## config.mk

```make
export PLATFORM = sky130hd
export DESIGN_NAME = boot_loader_flat
export DESIGN_NICKNAME = d
export VERILOG_FILES = /design/src/rtl/boot_loader_if.sv /design/src/rtl/boot_loader.sv /design/src/flat_wrapper.sv
export SDC_FILE = /design/constraint.sdc
export NUM_CORES = 1
export LEC_CHECK = 0
export ABC_AREA = 0
export BUFFER_PORTS_ARGS = -buffer_cell sky130_fd_sc_hd__buf_2
export CORE_MARGIN = 5
export CORE_UTILIZATION = 60
export DETAILED_ROUTE_END_ITERATION = 8
export MAX_ROUTING_LAYER = met4
export PLACE_DENSITY_LB_ADDON = 0.15
export RECOVER_POWER = 50
export SYNTH_ARGS = -nofsm -noshare
export SYNTH_HDL_FRONTEND = slang
export SYNTH_SLANG_ARGS = --single-unit
```

## constraint.sdc

```tcl
create_clock -name clk -period 5.3 [get_ports clk]
set_clock_uncertainty 0.05 [all_clocks]
set_input_delay 1.59 -clock clk [delete_from_list [all_inputs] [get_ports clk]]
set_output_delay 1.59 -clock clk [all_outputs]
set_load 0.01 [all_outputs]
```

## src/rtl/boot_loader_if.sv

```systemverilog
// Byte-stream, RAM write port and core-control bundle of the firmware loader.
// The master side is the loader itself; the slave side is the receiver/RAM/core environment.
interface boot_loader_if #(
   parameter int DATA_WIDTH = 32,
   parameter int ADDR_WIDTH = 16
) ();
   logic                  restart;
   logic                  in_valid;
   logic [7:0]            in_data;
   logic                  in_ready;
   logic                  mem_we;
   logic [ADDR_WIDTH-1:0] mem_addr;
   logic [DATA_WIDTH-1:0] mem_wdata;
   logic                  core_rst_n;
   logic                  done;
   logic                  error;

   modport master (
      input  restart, in_valid, in_data,
      output in_ready, mem_we, mem_addr, mem_wdata, core_rst_n, done, error
   );

   modport slave (
      output restart, in_valid, in_data,
      input  in_ready, mem_we, mem_addr, mem_wdata, core_rst_n, done, error
   );
endinterface

```

## src/rtl/boot_loader.sv

```systemverilog
// Firmware loader: takes a length-prefixed byte stream, reassembles words into RAM writes,
// verifies the XOR checksum and holds the core in reset until the image is good.
module boot_loader #(
   parameter int DATA_WIDTH = 32,
   parameter int ADDR_WIDTH = 16,
   parameter int DEPTH      = 4096,
   parameter int BASE_ADDR  = 0,
   parameter int BYTE_SWAP  = 0
) (
   input logic           clk,
   input logic           rst,
   boot_loader_if.master bus
);
   localparam int BYTES = DATA_WIDTH / 8;
   localparam int BCW   = (BYTES > 4) ? $clog2(BYTES) : 2;

   typedef enum logic [2:0] {LEN, DATA, CSUM, DONE, ERR} state_t;

   state_t                state_q;
   logic [BCW-1:0]        byteCnt_q;
   logic [31:0]           len_q;
   logic [31:0]           count_q;
   logic [31:0]           index_q;
   logic [DATA_WIDTH-1:0] asm_q;
   logic [7:0]            csum_q;
   logic                  inReady_q;
   logic                  memWe_q;
   logic [ADDR_WIDTH-1:0] memAddr_q;
   logic [DATA_WIDTH-1:0] memWdata_q;
   logic                  coreRstN_q;
   logic                  done_q;
   logic                  error_q;

   logic                  accept_d;
   logic [31:0]           header_d;
   logic [DATA_WIDTH-1:0] asm_d;
   logic [7:0]            csum_d;
   logic [ADDR_WIDTH-1:0] addr_d;

   // Header is always little-endian; payload bytes enter from the top (LE) or bottom (swapped).
   always_comb begin
      accept_d = bus.in_valid && inReady_q;
      header_d = {bus.in_data, len_q[31:8]};
      if (BYTE_SWAP != 0)
         asm_d = (asm_q << 8) | DATA_WIDTH'(bus.in_data);
      else
         asm_d = (asm_q >> 8) | (DATA_WIDTH'(bus.in_data) << (DATA_WIDTH - 8));
      csum_d = csum_q ^ bus.in_data;
      addr_d = ADDR_WIDTH'(BASE_ADDR) + ADDR_WIDTH'(index_q * 32'(BYTES));
   end

   always_ff @(posedge clk) begin
      if (rst) begin
         state_q    <= LEN;
         byteCnt_q  <= '0;
         len_q      <= '0;
         count_q    <= '0;
         index_q    <= '0;
         asm_q      <= '0;
         csum_q     <= '0;
         inReady_q  <= 1'b0;
         memWe_q    <= 1'b0;
         memAddr_q  <= '0;
         memWdata_q <= '0;
         coreRstN_q <= 1'b0;
         done_q     <= 1'b0;
         error_q    <= 1'b0;
      end else begin
         memWe_q <= 1'b0;
         case (state_q)
            LEN: begin
               inReady_q <= 1'b1;
               if (accept_d) begin
                  len_q <= header_d;
                  if (byteCnt_q == BCW'(3)) begin
                     byteCnt_q <= '0;
                     count_q   <= header_d;
                     index_q   <= '0;
                     if (header_d > 32'(DEPTH)) begin
                        state_q   <= ERR;
                        error_q   <= 1'b1;
                        inReady_q <= 1'b0;
                     end else if (header_d == 32'd0) begin
                        state_q <= CSUM;
                     end else begin
                        state_q <= DATA;
                     end
                  end else begin
                     byteCnt_q <= byteCnt_q + 1'b1;
                  end
               end
            end
            DATA: begin
               if (accept_d) begin
                  asm_q  <= asm_d;
                  csum_q <= csum_d;
                  if (byteCnt_q == BCW'(BYTES - 1)) begin
                     byteCnt_q  <= '0;
                     memWe_q    <= 1'b1;
                     memAddr_q  <= addr_d;
                     memWdata_q <= asm_d;
                     index_q    <= index_q + 32'd1;
                     if (index_q == count_q - 32'd1)
                        state_q <= CSUM;
                  end else begin
                     byteCnt_q <= byteCnt_q + 1'b1;
                  end
               end
            end
            CSUM: begin
               if (accept_d) begin
                  inReady_q <= 1'b0;
                  if (bus.in_data == csum_q) begin
                     state_q    <= DONE;
                     done_q     <= 1'b1;
                     coreRstN_q <= 1'b1;
                  end else begin
                     state_q <= ERR;
                     error_q <= 1'b1;
                  end
               end
            end
            DONE, ERR: begin
               if (bus.restart) begin
                  state_q    <= LEN;
                  byteCnt_q  <= '0;
                  len_q      <= '0;
                  count_q    <= '0;
                  index_q    <= '0;
                  asm_q      <= '0;
                  csum_q     <= '0;
                  inReady_q  <= 1'b1;
                  coreRstN_q <= 1'b0;
                  done_q     <= 1'b0;
                  error_q    <= 1'b0;
               end
            end
            default: begin
               state_q   <= LEN;
               inReady_q <= 1'b0;
            end
         endcase
      end
   end

   assign bus.in_ready   = inReady_q;
   assign bus.mem_we     = memWe_q;
   assign bus.mem_addr   = memAddr_q;
   assign bus.mem_wdata  = memWdata_q;
   assign bus.core_rst_n = coreRstN_q;
   assign bus.done       = done_q;
   assign bus.error      = error_q;
endmodule

```

## src/flat_wrapper.sv

```systemverilog
// flat-port wrapper written by rule: the top's interface ports become plain ports
module boot_loader_flat 
#(
   parameter int DATA_WIDTH = 32,
   parameter int ADDR_WIDTH = 16,
   parameter int DEPTH      = 4096,
   parameter int BASE_ADDR  = 0,
   parameter int BYTE_SWAP  = 0
)
  (clk, rst, bus_restart, bus_in_valid, bus_in_data, bus_in_ready, bus_mem_we, bus_mem_addr, bus_mem_wdata, bus_core_rst_n, bus_done, bus_error);
  boot_loader_if #(.DATA_WIDTH(DATA_WIDTH), .ADDR_WIDTH(ADDR_WIDTH)) bus_i ();
  input logic clk;
  input logic rst;
  input wire logic [$bits(bus_i.restart)-1:0] bus_restart;
  input wire logic [$bits(bus_i.in_valid)-1:0] bus_in_valid;
  input wire logic [$bits(bus_i.in_data)-1:0] bus_in_data;
  output wire logic [$bits(bus_i.in_ready)-1:0] bus_in_ready;
  output wire logic [$bits(bus_i.mem_we)-1:0] bus_mem_we;
  output wire logic [$bits(bus_i.mem_addr)-1:0] bus_mem_addr;
  output wire logic [$bits(bus_i.mem_wdata)-1:0] bus_mem_wdata;
  output wire logic [$bits(bus_i.core_rst_n)-1:0] bus_core_rst_n;
  output wire logic [$bits(bus_i.done)-1:0] bus_done;
  output wire logic [$bits(bus_i.error)-1:0] bus_error;
  assign bus_i.restart = bus_restart;
  assign bus_i.in_valid = bus_in_valid;
  assign bus_i.in_data = bus_in_data;
  assign bus_in_ready = bus_i.in_ready;
  assign bus_mem_we = bus_i.mem_we;
  assign bus_mem_addr = bus_i.mem_addr;
  assign bus_mem_wdata = bus_i.mem_wdata;
  assign bus_core_rst_n = bus_i.core_rst_n;
  assign bus_done = bus_i.done;
  assign bus_error = bus_i.error;
  boot_loader #(.DATA_WIDTH(DATA_WIDTH), .ADDR_WIDTH(ADDR_WIDTH), .DEPTH(DEPTH), .BASE_ADDR(BASE_ADDR), .BYTE_SWAP(BYTE_SWAP)) u_core (.clk(clk), .rst(rst), .bus(bus_i));
endmodule
```

# Word-level counts from Yosys, hierarchy flattened
# Index checks and enable logic that the tools add are counted.
# op_classes
addsub	3
n_reduce_logical	22
bitwise_logic	4
magnitude_cmp	1
n_eq_ne	18
n_mux	48
# op_table
cell	n
32-bit 2-to-1 mux	9
32-bit case mux with 2 select lines	3
32-bit case mux with 3 select lines	1
32-bit by 1-bit adder with 32-bit output, second input constant	1
32-bit == test	1
32-bit by 13-bit > comparator with 1-bit output, second input constant	1
32-bit zero test	1
24-bit by 32-bit OR with 32-bit output	1
32-bit by 1-bit subtractor with 32-bit output, second input constant	1
3-bit 2-to-1 mux	9
2-bit by 1-bit inequality test with 1-bit output, second input constant	9
8-bit 2-to-1 mux	2
8-bit case mux with 2 select lines	1
3-bit AND reduction	5
1-bit 2-to-1 mux	14
7-bit AND reduction	2
3-bit case mux with 4 select lines	1
8-bit == test	1
2-bit 2-to-1 mux	4
4-bit AND reduction	2
2-bit nonzero test	4
8-bit XOR	1
3-bit by 2-bit == test with 1-bit output, second input constant	2
6-bit AND reduction	1
15 further kinds	19
# word_totals
inputBits	12
reg_bits	191

# Depth between registers and ports, before layout
# Gate-level depths: netlist of run 1.
# depth
depth_word	6
mapped_depth	10
mapped_depth_nobuf	10

# Worst setup path before layout of run 1
# OpenSTA, ideal clock, no wires.
# synth_path
path_type	input to register
from	input bus_restart
to	register u_core.index_q[28]
path_buffers	0
required_time_ns	5.122
cell_stages	8
arrival_time_ns	3.373
setup_ns	0.128
path_slack_ns	1.749
cell_sequence	nand3_1 > a21oi_1 > a2bb2oi_1 > nand4_1 > nor3b_1 > nand3_1 > xor2_1 > nor2_1
# synth_between
elab_chain_len	2
# synth_lines
item	line	source
start, declared	flat_wrapper.sv:14	input wire logic [$bits(bus_i.restart)-1:0] bus_restart;
2-bit inequality test (no source line)	-	
6-bit AND reduction (no source line)	-	
end signal, assigned	boot_loader.sv:102	index_q <= index_q + 32'd1;
end, declared	boot_loader.sv:23	logic [31:0] index_q;
# Every way passes these cells.
# A chain may end at the register's enable or synchronous reset.

# Worst setup path in the final report of run 1
# layout_path
from	input bus_restart
to	register u_core.index_q[31]
# Same word-level chain as after synthesis.

==> run_results.csv, run 1 <==
group,metric,value,unit
global_route,grt_pass1_vias,6524,
layout,drive_gt1_share,6.26,%
die,num_rows,42,
routing,routed-via-count,7243,
setup_path,cp_slowest_cell,"nor4_1",
layout,fin_nets,1056,
placement,dp_cells,1198,
hold_path,min_path_type,"flip-flop to flip-flop",
setup_path,crit_start,"bus_restart",
placement,post-dp-hpwl,13100,um
layout,final-seq-area,3500,um^2
sta,tightest_slew,1970,ps
setup_path,timing.rr.start,"u_core.count_q[0]",
setup_path,cpPeakStageDelay,650,ps
global_route,grt_antenna_before_repair,0,
cts,clk_latency,430,ps
cts,cts_tree,"yes",
synth,yosysSeqAreaShare,43.6,%
layout,final_cell_mix,"dfxtp_1 (175), nand2_1 (174), a21oi_1 (129)",
sta,final-max-slew-violation-count,48,
routing,drtIter0Drc,760,
setup_path,crit_path_max_fanout,5,
setup_path,rrSetupSlack,1680,ps
sta,setup_tns,0,ps
layout,multi_input_comb_area,4200,um^2
sta,max_clock_freq,267,MHz
setup_path,path_delay_family,"simple AND/OR/NAND/NOR gates",
power,power,2.61,mW
cts,cts_sinks,175,
sta,whs,401,ps
synth,synthArstFlopShare,0,%
synth,synth_edf_count,0,
cts,ctsLongestPathBuffers,2,
hold_path,min_from,"u_core.asm_q[8]",
synth,yosys.area.top_type,"dfxtp_1",
placement,portBuffers,62,
cts,cts_hold_buf,0,
synth,synth_cell_types,58,
routing,ant_nets,0,
synth,syn_avg_cell_area,7.82,um^2
setup_path,path_cells,"clkbuf_1, nand3_1, a21oi_1, o2bb2ai_1, nor4_1, nand3_1, or3_1, a21oi_1",
global_route,grt-ovfl-total,0,
die,core,13200,um^2
cts,cts_buffers,17,
routing,wl_met3,1140,um
sta,maxSlewHeadroom,-31.5,%
routing,dr.pass1.iters,7,
setup_path,crit_type,"primary input to flip-flop",
placement,routabilityCongestion,0.919,
synth,synth_top_area_share,43.6,%
power,power-per-cell-area,295,nW/um^2
synth,synth-seq-cells,175,
die,die_area,15800,um^2
layout,final_cells,1230,
setup_path,endpoint_kind,"flip-flop",
sta,finalCritPeriodShare,70.8,%
layout,finalCoreUtilization,67.2,%
setup_path,path_depth,8,
global_route,grt_pass1_wl,32600,um
setup_path,crit_arrival,4040,ps
layout,fill_cells,1139,
routing,viasPerCell,5.89,
die,die_y,126,um
cts,clock-root-buffer,"clkbuf_16",
power,vdd_drop_max,0.202,mV
status,violations,"max-capacitance violations, max-slew violations",
sta,finalHoldViolCount,0,
layout,syn2layout_area_growth,10.4,%
synth,synthesis.area,8030,um^2
sta,rsz0062_at_grt,"no",
synth,yosys-top-cells-area,"dfxtp_1 (44%), nand2_1 (8.1%), a21oi_1 (8.1%)",
run,maxCapViolations,1,
layout,diodes,0,
cts,cts_setup_buffers,0,
setup_path,reg2reg_depth,10,
sta,finalCriticalPeriod,3750,ps
cts,cts_resized,0,
setup_path,path_buf_inv,1,
setup_path,cp.required,5590,ps
power,leakage,2.93,nW
routing,top_layer,"met4",
routing,drcViolationCount,0,
setup_path,start_kind,"primary input",
cts,clk_pin_slew_worst_paths,60,ps
synth,syn_inst,1027,
global_route,grt_util_all_layers,25.6,%
sta,finalSetupViolations,0,
routing,routed_wl,19900,um
routing,met2WireLength,9060,um
synth,yosys_warnings,0,
power,seqPwrFrac,50.8,%
die,io_pins,65,
synth,synth_ff_type,"dfxtp_1",
setup_path,crit_path_end,"u_core.index_q[31]",
routing,wire_per_inst,16.2,um
power,p_comb_share,2.6,%
setup_path,rr_endpoint,"u_core.state_q[1]",
power,power_switching,586,uW
cts,h-tree-depth,4,
layout,final_common_cell,"dfxtp_1",
die,start_util,60.9,%
status,status,"finished, violations left",
global_route,grt_max_degree,75,
die,dieWidth,126,um
power,p_sw_share,22.4,%
routing,wl_met1,9380,um
power,intPower,2.03,mW
power,clockPowerShare,46.6,%
-- area by class of cell --
| cell class | instances | share of cell area [%] |
|---|---|---|
| Inverter | 13 | 0.550 |
| Clock inverter | 11 | 1.20 |
| Clock buffer | 21 | 5.31 |
| Tap cell | 176 | 2.48 |
| Multi-Input combinational cell | 761 | 47.3 |
| Sequential cell | 175 | 39.5 |
| Timing Repair Buffer | 73 | 3.61 |
-- cell usage after synthesis (16+ instances only) --
master / count
nand2_1: 174
clkbuf_1: 71
a21oi_1: 130
nor4_1: 17
nand4_1: 16
dfxtp_1: 175
xor2_1: 18
nor2_1: 101
a22oi_1: 33
xnor2_1: 50
o21ai_0: 27
nand3_1: 73
nor3_1: 21
-- through the flow --
stage | worst slack [ps] | instance area, um^2
2_1_floorplan | 1750 | 8030
6_report | 1550 | 8860
3_5_place_dp | 1230 | 8370
4_1_cts | 1670 | 8940
3_3_place_gp | 1270 | 8370
5_1_grt | 1360 | 8860
-- how the worst min path moves through the flow --
stage	end	slack (ps)	depth (start not counted)
6_report	u_core.asm_q[8]	400	2
3_5_place_dp	u_core.bus.mem_wdata[26]	390	2
5_1_grt	u_core.bus.mem_wdata[26]	420	2
4_1_cts	u_core.bus.mem_wdata[26]	400	2
3_3_place_gp	u_core.bus.mem_wdata[6]	390	2
2_1_floorplan	u_core.bus.mem_wdata[0]	380	2
-- power groups by stage --
stage / clock [mW] / combinational [mW] / sequential [mW]
6_report: 1.22 / 0.0681 / 1.33
5_1_grt: 1.29 / 0.0743 / 1.33
4_1_cts: 1.23 / 0.0682 / 1.33
3_5_place_dp: 0 / 0.0680 / 1.36
3_3_place_gp: 0 / 0.0678 / 1.36
2_1_floorplan: 0 / 0.0512 / 1.35
-- cell families after synthesis --
logic type | after synthesis | synth area share, %
mux | 7 | 0.935
other cells | 1 | 0.0467
simple gates | 460 | 27.0
buf+inv | 92 | 4.46
flops | 175 | 43.6
xor+xnor | 68 | 7.42
fa+ha+maj | 3 | 0.467
compound gates | 221 | 16.0
-- flip-flops by register name (all words and copies together) (netlist names) --
signal / flops
u_core.csum_q: 8
u_core.index_q: 32
u_core.bus.mem_wdata: 32
u_core.len_q: 24
u_core.state_q: 3
u_core.count_q: 32
u_core.bus.mem_we: 1
u_core.bus.in_ready: 1
u_core.bus.error: 1
u_core.bus.done: 1
u_core.byteCnt_q: 2
u_core.bus.mem_addr: 14
u_core.asm_q: 24
-- layer usage --
layer  track usage, %  up-vias
li1                 -     3587
met1             35.5     3421
met2             37.9      207
met3             4.87       28
met4             8.23        0
met5                -        -
-- worst register-to-register path, stage by stage, from the launching register on --
cell     delay [ps]
dfxtp_1         380
inv_1            90
ha_1            260
nor4b_1         390
nand4_1         340
nor3_1          450
or4b_2          620
o41ai_1          90
o22ai_1         140
o31a_1          370
mux2_4          330
No activity file was read; power rests on OpenSTA's default activity.
==> run 2: changes to the inputs <==
--- a/config.mk
+++ b/config.mk
@@ -8,7 +8,7 @@
 export ABC_AREA = 0
 export BUFFER_PORTS_ARGS = -buffer_cell sky130_fd_sc_hd__buf_2
 export CORE_MARGIN = 5
-export CORE_UTILIZATION = 60
+export CORE_UTILIZATION = 54
 export DETAILED_ROUTE_END_ITERATION = 8
 export MAX_ROUTING_LAYER = met4
 export PLACE_DENSITY_LB_ADDON = 0.15
==> constraint.sdc (replaced) <==
create_clock -name clk -period 3.29 [get_ports clk]
set_clock_uncertainty 0.05 [all_clocks]
set_input_delay 0.987 -clock clk [delete_from_list [all_inputs] [get_ports clk]]
set_output_delay 0.987 -clock clk [all_outputs]
set_load 0.01 [all_outputs]
==> run 2 against run 1 <==
The flow now finishes without violations. First-iteration DRC count fell by 0.13%. Critical endpoint is now u_core.state_q[1]. Sequential share of layout area fell by 1.3 points. Sequential power rose by 61%. Register-to-register slack got worse by 1500 ps. Final cell count rose by 2.9%.
==> run_results.csv, run 2 (synthesis results as in run 1) <==
group,metric,value,unit
setup_path,crit_arrival,3400,ps
sta,finalHoldViolCount,0,
placement,routabilityCongestion,0.937,
cts,cts_hold_buf,0,
die,io_pins,65,
die,num_rows,44,
sta,finalSetupViolations,0,
global_route,grt_antenna_before_repair,0,
cts,clk_pin_slew_worst_paths,70,ps
cts,clock-root-buffer,"clkbuf_16",
sta,max_clock_freq,319,MHz
placement,dp_cells,1234,
layout,final_cells,1266,
cts,cts_resized,0,
routing,drcViolationCount,0,
layout,syn2layout_area_growth,14.1,%
sta,rsz0062_at_grt,"no",
die,core,14500,um^2
sta,final-max-slew-violation-count,0,
hold_path,min_path_type,"flip-flop to flip-flop",
global_route,grt-ovfl-total,0,
cts,h-tree-depth,4,
cts,cts_tree,"yes",
placement,portBuffers,62,
routing,viasPerCell,5.76,
setup_path,endpoint_kind,"flip-flop",
layout,final-seq-area,3500,um^2
routing,dr.pass1.iters,5,
routing,routed-via-count,7287,
cts,clk_latency,430,ps
setup_path,timing.rr.start,"u_core.count_q[9]",
hold_path,min_from,"u_core.bus.mem_wdata[2]",
setup_path,crit_start,"u_core.count_q[9]",
cts,cts_sinks,175,
power,leakage,3.10,nW
sta,finalCritPeriodShare,95.3,%
layout,diodes,0,
global_route,grt_util_all_layers,23.9,%
setup_path,crit_path_max_fanout,7,
die,dieWidth,132,um
power,vdd_drop_max,0.322,mV
placement,post-dp-hpwl,14300,um
layout,finalCoreUtilization,63.0,%
global_route,grt_max_degree,50,
global_route,grt_pass1_vias,6479,
die,die_area,17400,um^2
layout,final_common_cell,"dfxtp_1",
setup_path,start_kind,"flip-flop",
global_route,grt_pass1_wl,34000,um
sta,whs,401,ps
sta,finalCriticalPeriod,3140,ps
die,start_util,55.3,%
status,status,"finished, final reports clean",
cts,cts_setup_buffers,0,
cts,ctsLongestPathBuffers,2,
layout,multi_input_comb_area,4210,um^2
routing,routed_wl,20600,um
routing,ant_nets,0,
setup_path,cp.required,3560,ps
sta,setup_tns,0,ps
layout,final_cell_mix,"dfxtp_1 (175), nand2_1 (174), a21oi_1 (129)",
layout,fill_cells,1315,
routing,drtIter0Drc,759,
layout,drive_gt1_share,9.15,%
cts,cts_buffers,17,
power,power-per-cell-area,475,nW/um^2
die,die_y,132,um
setup_path,crit_type,"flip-flop to flip-flop",
routing,wire_per_inst,16.3,um
sta,maxSlewHeadroom,30.8,%
run,maxCapViolations,0,
sta,tightest_slew,1040,ps
layout,fin_nets,1084,
run 2: changes by cell type in the layout (fill, tap and decap cells not counted), moves of 2 or more:
cell / before / now
buf_4: 10 / 33
buf_2: 7 / 10
clkbuf_1: 57 / 54
buf_12: 0 / 2
bufinv_16: 1 / 3
clkbuf_2: 0 / 2
clkbuf_8: 3 / 1
clkinv_4: 2 / 4
run 2: stage by stage:
step                setup slack [ps]  instance area (um^2)  power (mW)
floorplan                        216                  8030        2.26
global placement                 207                  8610        2.30
detailed placement               150                  8610        2.30
CTS                              121                  9230        4.38
global route                    5.01                  9160        4.50
finish                           154                  9160        4.35
run 2: final timing paths:
| check | to | slack, ps | cells past startpoint |
|---|---|---|---|
| setup / recovery | u_core.state_q[1] | 150 | 8 |
| hold / removal | u_core.bus.mem_wdata[2] | 400 | 2 |
| setup reg to reg | u_core.state_q[1] | 150 | 8 |
| hold reg to reg | u_core.bus.mem_wdata[2] | 400 | 2 |
run 2: final cells by class:
type	count	share of cell area (%)
tap	184	2.51
timing repair buffer	101	6.01
sequential	175	38.2
multi-input combinational	761	45.9
inverter	13	0.533
clock buffer	18	4.79
clock inverter	14	1.97
run 2: report_power, final:
part           switching [mW]  internal, mW
clock network           0.868          1.23
logic                  0.0833        0.0335
registers              0.0121          2.13
run 2: metal layers:
layer  vias to the layer above  wire (um)  global-route usage, %
met4                         0        184                   4.91
met3                        17       1190                   4.85
met5                         -          0                      -
li1                       3638          -                      -
met2                       193       9340                   34.8
met1                      3439       9890                   34.6
run 2: critical path, cell delays in order, from the launching register on:
cell	delay, ps
dfxtp_1	380
nor4_2	430
nand4_4	200
or4_4	580
or3b_1	400
a211oi_2	220
o22ai_1	110
o31a_1	340
mux2_4	320
==> run 3: changes to the inputs <==
--- a/config.mk
+++ b/config.mk
@@ -11,7 +11,7 @@
 export CORE_UTILIZATION = 54
 export DETAILED_ROUTE_END_ITERATION = 8
 export MAX_ROUTING_LAYER = met4
-export PLACE_DENSITY_LB_ADDON = 0.15
+export PLACE_DENSITY = 0.76
 export RECOVER_POWER = 50
 export SYNTH_ARGS = -nofsm -noshare
 export SYNTH_HDL_FRONTEND = slang
==> run 3 against run 2 <==
Power shrank 1.7%. Critical path depth is the same. Die area is the same. Count of clock-buffer cells in the layout shrank 1. Critical path type unchanged.
==> run_results.csv, run 3 (synthesis results as in run 1) <==
group,metric,value,unit
cts,clk_latency,440,ps
sta,finalCritPeriodShare,95.4,%
routing,routed-via-count,7395,
power,leakage,3.06,nW
cts,clock-root-buffer,"clkbuf_16",
setup_path,rrSetupSlack,150,ps
setup_path,crit_type,"flip-flop to flip-flop",
sta,setup_tns,0,ps
run,maxCapViolations,0,
setup_path,start_kind,"flip-flop",
die,core,14500,um^2
routing,drtIter0Drc,724,
layout,final_cell_mix,"dfxtp_1 (175), nand2_1 (174), a21oi_1 (129)",
sta,tightest_slew,1410,ps
power,power,4.28,mW
placement,portBuffers,62,
power,p_comb_share,2.7,%
cts,cts_resized,0,
die,io_pins,65,
global_route,grt_pass1_vias,6721,
cts,h-tree-depth,4,
placement,preCtsSetupSlack,182,ps
power,clockPowerShare,47.4,%
cts,cts_sinks,175,
global_route,grt_max_degree,84,
sta,whs,403,ps
sta,finalHoldViolCount,0,
die,start_util,55.3,%
sta,maxSlewHeadroom,5.86,%
global_route,grt_util_all_layers,23.6,%
status,status,"finished, final reports clean",
layout,drive_gt1_share,8.62,%
sta,finalCriticalPeriod,3140,ps
cts,cts_tree,"yes",
die,die_y,132,um
power,p_sw_share,24.3,%
die,dieWidth,132,um
routing,wire_per_inst,16.0,um
hold_path,min_path_type,"flip-flop to flip-flop",
sta,timing.final.ws_setup,153,ps
routing,dr.pass1.iters,5,
placement,dp_cells,1232,
layout,diodes,0,
layout,finalCoreUtilization,62.8,%
setup_path,endpoint_kind,"flip-flop",
layout,syn2layout_area_growth,13.6,%
die,num_rows,44,
routing,ant_nets,0,
layout,final_common_cell,"dfxtp_1",
setup_path,crit_path_max_fanout,6,
placement,routabilityCongestion,0.912,
layout,final-seq-area,3500,um^2
global_route,grt-ovfl-total,0,
power,power_switching,1.04,mW
layout,fill_cells,1319,
cts,cts_hold_buf,0,
power,vdd_drop_max,0.446,mV
layout,final_cells,1263,
layout,multi_input_comb_area,4200,um^2
cts,cts_buffers,17,
setup_path,crit_arrival,3420,ps
global_route,grt_antenna_before_repair,0,
power,intPower,3.24,mW
sta,max_clock_freq,319,MHz
power,power-per-cell-area,469,nW/um^2
routing,drcViolationCount,0,
setup_path,cp.required,3570,ps
cts,ctsLongestPathBuffers,2,
layout,finalInstanceArea,9130,um^2
global_route,grt_pass1_wl,33700,um
die,die_area,17400,um^2
sta,finalSetupViolations,0,
cts,clk_pin_slew_worst_paths,70,ps
power,seqPwrFrac,50.0,%
sta,rsz0062_at_grt,"no",
cts,cts_setup_buffers,0,
routing,routed_wl,20200,um
placement,place_area,8610,um^2
placement,post-dp-hpwl,13800,um
sta,final-max-slew-violation-count,0,
routing,viasPerCell,5.86,
layout,fin_nets,1082,
-- run 3: cell types whose count changed in the layout (fill, tap and decap cells not counted), sizes merged --
cell      before  now
bufinv         3    1
clkbuf        74   72
clkinvlp       1    2
buf           45   44
inv           17   19
clkinv         6    5
-- run 3: power groups by stage --
| stage | clock network, mW | registers [mW] | logic, mW |
|---|---|---|---|
| floorplan | 0 | 2.18 | 0.0826 |
| detailed placement | 0 | 2.19 | 0.115 |
| global placement | 0 | 2.19 | 0.115 |
| global route | 2.15 | 2.14 | 0.126 |
| finish | 2.03 | 2.14 | 0.115 |
| CTS | 2.05 | 2.14 | 0.116 |
-- run 3: worst max-delay path, cell delays in order, from the launching register on --
cell	delay, ps
dfxtp_1	390
nor4_4	480
nand4_4	150
or4_4	560
or3b_1	410
a211oi_2	230
o22ai_1	100
o31a_1	340
mux2_4	320
-- run 3: path summary, 6_finish.rpt --
check	startpoint	endpoint	cells after the start
setup / recovery	u_core.count_q[0]	u_core.state_q[1]	8
hold / removal	u_core.asm_q[10]	u_core.asm_q[10]	2
setup reg to reg	u_core.count_q[0]	u_core.state_q[1]	8
hold reg to reg	u_core.asm_q[10]	u_core.asm_q[10]	2
-- run 3: layout make-up --
type / instances / share of cell area (%)
clock buffers: 17 / 4.66
clock inverters: 14 / 1.88
inverters: 13 / 0.535
multi-input cells: 761 / 46.0
flip-flops and latches: 175 / 38.4
well taps: 184 / 2.52
repair buffers: 99 / 6.05
-- run 3: routing by layer --
layer / track usage, % / share of wire (%)
met3: 4.20 / 6.4
met2: 34.9 / 45
met5: - / 0
met1: 33.1 / 46
met4: 7.09 / 2.2
